<file path="config.mk">
export PLATFORM = sky130hd
export DESIGN_NAME = pwm_breath_sequencer
export DESIGN_NICKNAME = d
export VERILOG_FILES = /design/src/rtl/pwm_breath_sequencer.sv
export SDC_FILE = /design/constraint.sdc
export NUM_CORES = 1
export LEC_CHECK = 0
export BUFFER_PORTS_ARGS = -buffer_cell sky130_fd_sc_hd__clkbuf_2
export CORE_ASPECT_RATIO = 1.1
export CORE_MARGIN = 4
export CORE_UTILIZATION = 55
export DETAILED_ROUTE_END_ITERATION = 8
export PLACE_DENSITY = 0.75
export SYNTH_ARGS = -nofsm -noshare
export SYNTH_HDL_FRONTEND = slang
export SYNTH_SLANG_ARGS = --single-unit
</file>
<file path="constraint.sdc">
create_clock -name clk -period 4.1 [get_ports clk]
set_input_delay 0.41 -clock clk [delete_from_list [all_inputs] [get_ports clk]]
set_output_delay 0.41 -clock clk [all_outputs]
set_load 0.02 [all_outputs]
</file>
<file path="src/rtl/pwm_breath_sequencer.sv">
// Chasing "breath" PWM sequencer for an 8-LED bank: ramps one LED up, holds, ramps down, then moves on.
// Optional PWM_TRAIL_EN keeps the previously breathed LED glowing at a quarter of the peak duty.
module pwm_breath_sequencer #(
    parameter int CNT_W        = 8,
    parameter int STEP_DIV     = 4,
    parameter int HOLD_PERIODS = 16
) (
    input  logic             clk,
    input  logic             rst,
    input  logic             en,
    input  logic             dir,
    input  logic [CNT_W-1:0] duty_max,
    output logic [7:0]       led,
    output logic [2:0]       active_idx,
    output logic             busy,
    output logic             period_tick
);

    localparam logic [2:0] S_IDLE = 3'd0;
    localparam logic [2:0] S_RISE = 3'd1;
    localparam logic [2:0] S_HOLD = 3'd2;
    localparam logic [2:0] S_FALL = 3'd3;
    localparam logic [2:0] S_NEXT = 3'd4;

    localparam int STEP_W = $clog2(STEP_DIV + 1);
    localparam int HOLD_W = $clog2(HOLD_PERIODS + 1);
    localparam logic [CNT_W-1:0]  CNT_LAST  = '1;
    localparam logic [STEP_W-1:0] STEP_LAST = STEP_W'(STEP_DIV - 1);
    localparam logic [HOLD_W-1:0] HOLD_LAST = HOLD_W'(HOLD_PERIODS - 1);

    logic [CNT_W-1:0]  cnt;
    logic [CNT_W-1:0]  duty;
    logic [CNT_W-1:0]  duty_nxt;
    logic [CNT_W-1:0]  duty_lim;
    logic [2:0]        state;
    logic [2:0]        state_nxt;
    logic [STEP_W-1:0] step_cnt;
    logic [HOLD_W-1:0] hold_cnt;
    logic              step_tick;
    logic [7:0]        led_nxt;

    function automatic logic [CNT_W-1:0] duty_inc_sat(input logic [CNT_W-1:0] d,
                                                      input logic [CNT_W-1:0] lim);
        return (d < lim) ? d + CNT_W'(1) : d;
    endfunction

    function automatic logic [CNT_W-1:0] duty_dec_sat(input logic [CNT_W-1:0] d);
        return (d != '0) ? d - CNT_W'(1) : '0;
    endfunction

    assign period_tick = (cnt == CNT_LAST);
    assign step_tick   = period_tick && (step_cnt == STEP_LAST);

    always_comb begin
        state_nxt = state;
        duty_nxt  = duty;
        case (state)
            S_IDLE: begin
                duty_nxt = '0;
                if (en) state_nxt = S_RISE;
            end
            S_RISE: begin
                // The peak test happens on the step boundary, so duty_lim = 0 still waits one step.
                if (!en) begin
                    state_nxt = S_FALL;
                end else if (step_tick) begin
                    if (duty == duty_lim) state_nxt = S_HOLD;
                    else                  duty_nxt  = duty_inc_sat(duty, duty_lim);
                end
            end
            S_HOLD: begin
                if (!en || (period_tick && hold_cnt == HOLD_LAST)) state_nxt = S_FALL;
            end
            S_FALL: begin
                if (duty == '0)     state_nxt = S_NEXT;
                else if (step_tick) duty_nxt  = duty_dec_sat(duty);
            end
            S_NEXT: begin
                state_nxt = en ? S_RISE : S_IDLE;
            end
            default: begin
                state_nxt = S_IDLE;
                duty_nxt  = '0;
            end
        endcase
    end

`ifdef PWM_TRAIL_EN
    logic [2:0]       trail_idx;
    logic             trail_vld;
    logic             trail_on;
    logic [CNT_W-1:0] trail_duty;

    assign trail_on   = trail_vld && (state == S_RISE || state == S_HOLD || state == S_FALL);
    assign trail_duty = duty_lim >> 2;

    always_ff @(posedge clk or posedge rst) begin
        if (rst) begin
            trail_idx <= 3'd0;
            trail_vld <= 1'b0;
        end else if (state == S_NEXT) begin
            trail_idx <= active_idx;
            trail_vld <= 1'b1;
        end
    end

    always_comb begin
        led_nxt = (cnt < duty) ? (8'b1 << active_idx) : 8'b0;
        if (trail_on && (cnt < trail_duty)) led_nxt = led_nxt | (8'b1 << trail_idx);
    end
`else
    always_comb begin
        led_nxt = (cnt < duty) ? (8'b1 << active_idx) : 8'b0;
    end
`endif

    // Control state: counters, FSM, LED register
    always_ff @(posedge clk or posedge rst) begin
        if (rst) begin
            cnt        <= '0;
            state      <= S_IDLE;
            duty       <= '0;
            step_cnt   <= '0;
            hold_cnt   <= '0;
            active_idx <= 3'd0;
            busy       <= 1'b0;
            led        <= 8'b0;
        end else begin
            cnt   <= cnt + CNT_W'(1);
            state <= state_nxt;
            duty  <= duty_nxt;
            busy  <= (state_nxt != S_IDLE);
            led   <= led_nxt;

            if (state_nxt != state)
                step_cnt <= '0;
            else if ((state == S_RISE || state == S_FALL) && period_tick)
                step_cnt <= step_tick ? '0 : step_cnt + STEP_W'(1);

            if (state_nxt != state)
                hold_cnt <= '0;
            else if (state == S_HOLD && period_tick)
                hold_cnt <= hold_cnt + HOLD_W'(1);

            if (state == S_NEXT)
                active_idx <= dir ? active_idx - 3'd1 : active_idx + 3'd1;
        end
    end

    // Peak duty is latched only when a breath starts
    always_ff @(posedge clk) begin
        if (state_nxt == S_RISE && state != S_RISE) duty_lim <= duty_max;
    end

endmodule

</file>
==> impl_metrics.sql <==
INSERT INTO impl_metrics (metric_group, metric, value, unit) VALUES
('clock_network', 'path_clk_slew', '0.10', 'ns'),
('route', 'via_count', '2100', ''),
('floorplanning', 'chipHeight', '81.45', 'um'),
('global_route', 'grt_use_total', '0.1950', ''),
('timing', 'worstMarginPinSlew', '0.7835', 'ns'),
('critical_path', 'crit_path_end_kind', 'register', ''),
('yosys', 'post_syn_area', '2698', 'sq um'),
('job', 'max_cap_viol_count', '0', ''),
('floorplanning', 'chipWidth', '74.78', 'um'),
('route', 'drc', '0', ''),
('clock_network', 'clk_latency', '0.30', 'ns'),
('placement', 'detailed_place_hpwl', '3915', 'um'),
('power', 'design_power_total', '0.001825', 'W'),
('timing', 'fin_setup_tns', '0', 'ns'),
('worst_hold_path', 'min_path_type', 'input port to asynchronous set/reset pin', ''),
('placement', 'numPortBuffers', '24', ''),
('critical_path', 'critPathMaxFanout', '14', ''),
('power', 'pleak', '1.403', 'nW'),
('final_layout', 'multi_input_comb_area', '1325', 'sq um'),
('timing', 'timing.final.crit_share', '0.6483', ''),
('clock_network', 'cts_tree', 'yes', ''),
('critical_path', 'r2r_start', 'duty[0]$_DFFE_PP0P_', ''),
('final_layout', 'filler_cells_inserted', '392', ''),
('yosys', 'synth_edf_count', '8', ''),
('timing', 'rsz_0062_raised_after_global_routing', 'false', ''),
('route', 'detailedRoute.firstIterationViolations', '217', ''),
('yosys', 'ys_top_cells_by_area', 'dfrtp_1 36%, ha_1 9.7%, edfxtp_1 8.9%', ''),
('timing', 'skew', '0.008826', 'ns'),
('critical_path', 'startpoint', 'duty[0]$_DFFE_PP0P_', ''),
('critical_path', 'critPathKind', 'register to register', ''),
('yosys', 'synth_ff_type', 'dfrtp_1', ''),
('timing', 'hold_slack', '0.1933', 'ns'),
('yosys', 'yosys_register_bits', '47', ''),
('route', 'final_antenna_net_count', '0', ''),
('floorplanning', 'row_count', '26', ''),
('global_route', 'largest_net_degree_at_the_start_of_global_routing', '40', ''),
('floorplanning', 'starting_density_of_the_core', '0.5759', ''),
('status', 'status', 'complete, no violations', ''),
('placement', 'gp_congestion', '0.8747', ''),
('global_route', 'overflow_left_after_global_routing', '0', ''),
('critical_path', 'required', '4.30', 'ns'),
('route', 'vias_per_cell', '6.034', ''),
('power', 'power_density', '618.1', 'nW/um^2'),
('clock_network', 'h-tree-depth', '2', ''),
('clock_network', 'cts_max_path_buffers', '2', ''),
('yosys', 'netlist.area_leader.share', '0.3618', ''),
('yosys', 'syn-mean-instance-area', '10.14', 'sq um'),
('floorplanning', 'boundaryPins', '25', ''),
('yosys', 'postSynthCellCount', '266', ''),
('final_layout', 'layout-area-overhead-vs-synth', '9.462', '%'),
('clock_network', 'cts_resized', '0', ''),
('final_layout', 'insertedDiodeCount', '0', ''),
('global_route', 'first_pass_grt_wire_length', '9121', 'um'),
('global_route', 'first_global_vias', '2073', ''),
('final_layout', 'most_common_cell_after_layout_fill_and_taps_aside', 'dfrtp_1', ''),
('final_layout', 'final_cell_mix', '39 x dfrtp_1, 29 x nor2_1, 25 x inv_1, 24 x clkbuf_2, 21 x ha_1', ''),
('timing', 'hold_viol', '0', ''),
('clock_network', 'cts_setup_buffers', '0', ''),
('clock_network', 'clock_tree.root_cell', 'clkbuf_8', ''),
('critical_path', 'arrival', '2.86', 'ns'),
('route', 'detail_route.wirelength', '5388', 'um'),
('clock_network', 'cts.sink_count', '47', ''),
('yosys', 'post-synth-top-area-cell', 'dfrtp_1', ''),
('timing', 'timing.final.max_slew_violations', '0', ''),
('global_route', 'initial_antenna_violation_count', '0', ''),
('power', 'irDropWorstVdd', '0.0003785', 'V'),
('yosys', 'number_of_warnings_issued_by_yosys', '0', ''),
('yosys', 'yosysSeqAreaShare', '0.4508', ''),
('clock_network', 'cts_hold_repair.buffers', '0', ''),
('yosys', 'postSynthNetCount', '300', ''),
('floorplanning', 'core_region_area', '4684', 'sq um');
per-stage QoR:
stage | std cells | cell area [sq um] | util
after global routing | 348 | 2953 | 0.6303
after CTS | 348 | 2953 | 0.6303
after detailed placement | 340 | 2836 | 0.6055
after global placement | 340 | 2836 | 0.6055
final | 348 | 2953 | 0.6303
after floorplan | 266 | 2698 | -
final cells by class:
class                           instances  share of cell area
Timing Repair Buffer                   25             0.04322
Clock buffer                            5             0.02331
Multi-Input combinational cell        186              0.4487
Clock inverter                          3             0.01610
Tap cell                               56             0.02373
Inverter                               26             0.03305
Sequential cell                        47              0.4119
flip-flops by register name, summed over array words and instances, names as in the netlist:
signal,cells
cnt,8
duty,8
duty_lim,8
led,8
hold_cnt,5
active_idx,3
state,3
step_cnt,3
busy,1
per-layer routing:
metal  part of all wire  vias to the layer above  global-route usage
li1                   -                     1007                   -
met1               0.43                     1002              0.2510
met2               0.50                       78              0.3225
met3              0.051                       13             0.03917
met4              0.017                        0             0.07473
met5                  0                        -                   0
synth_stat cells (3+ instances only):
cell type  number
clkbuf_1        3
nor4_1          3
nand3_1         4
a21o_1          6
o21ai_0        12
ha_1           21
buf_6           3
edfxtp_1        8
a21oi_1        13
nor2b_1         3
and3_1          6
nand2_1        16
nor3_1         10
nor2_1         29
a221oi_1        3
xnor2_1         6
nand2b_1        4
xor2_1          6
mux2i_1         4
dfrtp_1        39
inv_1          25
a211oi_1        3
kinds of logic after synthesis:
| kind of cell | count (synthesis) | share of synthesized area |
|---|---|---|
| buf+inv | 33 | 0.05797 |
| compound gates | 58 | 0.1559 |
| xor+xnor | 12 | 0.03896 |
| mux | 4 | 0.01484 |
| simple gates | 90 | 0.1767 |
| flops | 47 | 0.4508 |
| fa+ha+maj | 22 | 0.1048 |
power by group:
part           leakage (nW)  total (W)  internal [W]  switching, W
Clock                0.0587   0.000348      0.000185      0.000163
Sequential            0.577   0.000698      0.000560      0.000138
Combinational         0.767   0.000778      0.000300      0.000478
Total                  1.40    0.00183       0.00105      0.000780
critical path, cell delays in order (launching register included):
cell       delay [ns]
dfrtp_1          0.44
inv_1            0.13
ha_1             0.23
or3b_2           0.55
o21ai_4          0.22
nor3_1           0.11
o32ai_4          0.51
a2111oi_0        0.17
a21o_1           0.20
path summary, 6_finish.rpt:
| check | end | slack [ns] | depth (start not counted) |
|---|---|---|---|
| worst max-delay path | duty[0]$_DFFE_PP0P_ | 1.44 | 8 |
| worst min-delay path | state[2]$_DFF_PP0_ | 0.19 | 3 |
| worst max register to register | duty[0]$_DFFE_PP0P_ | 1.44 | 8 |
| worst min register to register | step_cnt[2]$_DFFE_PP0P_ | 0.50 | 2 |
| max in group asynchronous | duty[0]$_DFFE_PP0P_ | 3.56 | 3 |
| min in group clk | duty_lim[4]$_DFFE_PP_ | 0.28 | 1 |
Note: power is estimated with default switching activity, not from simulation.
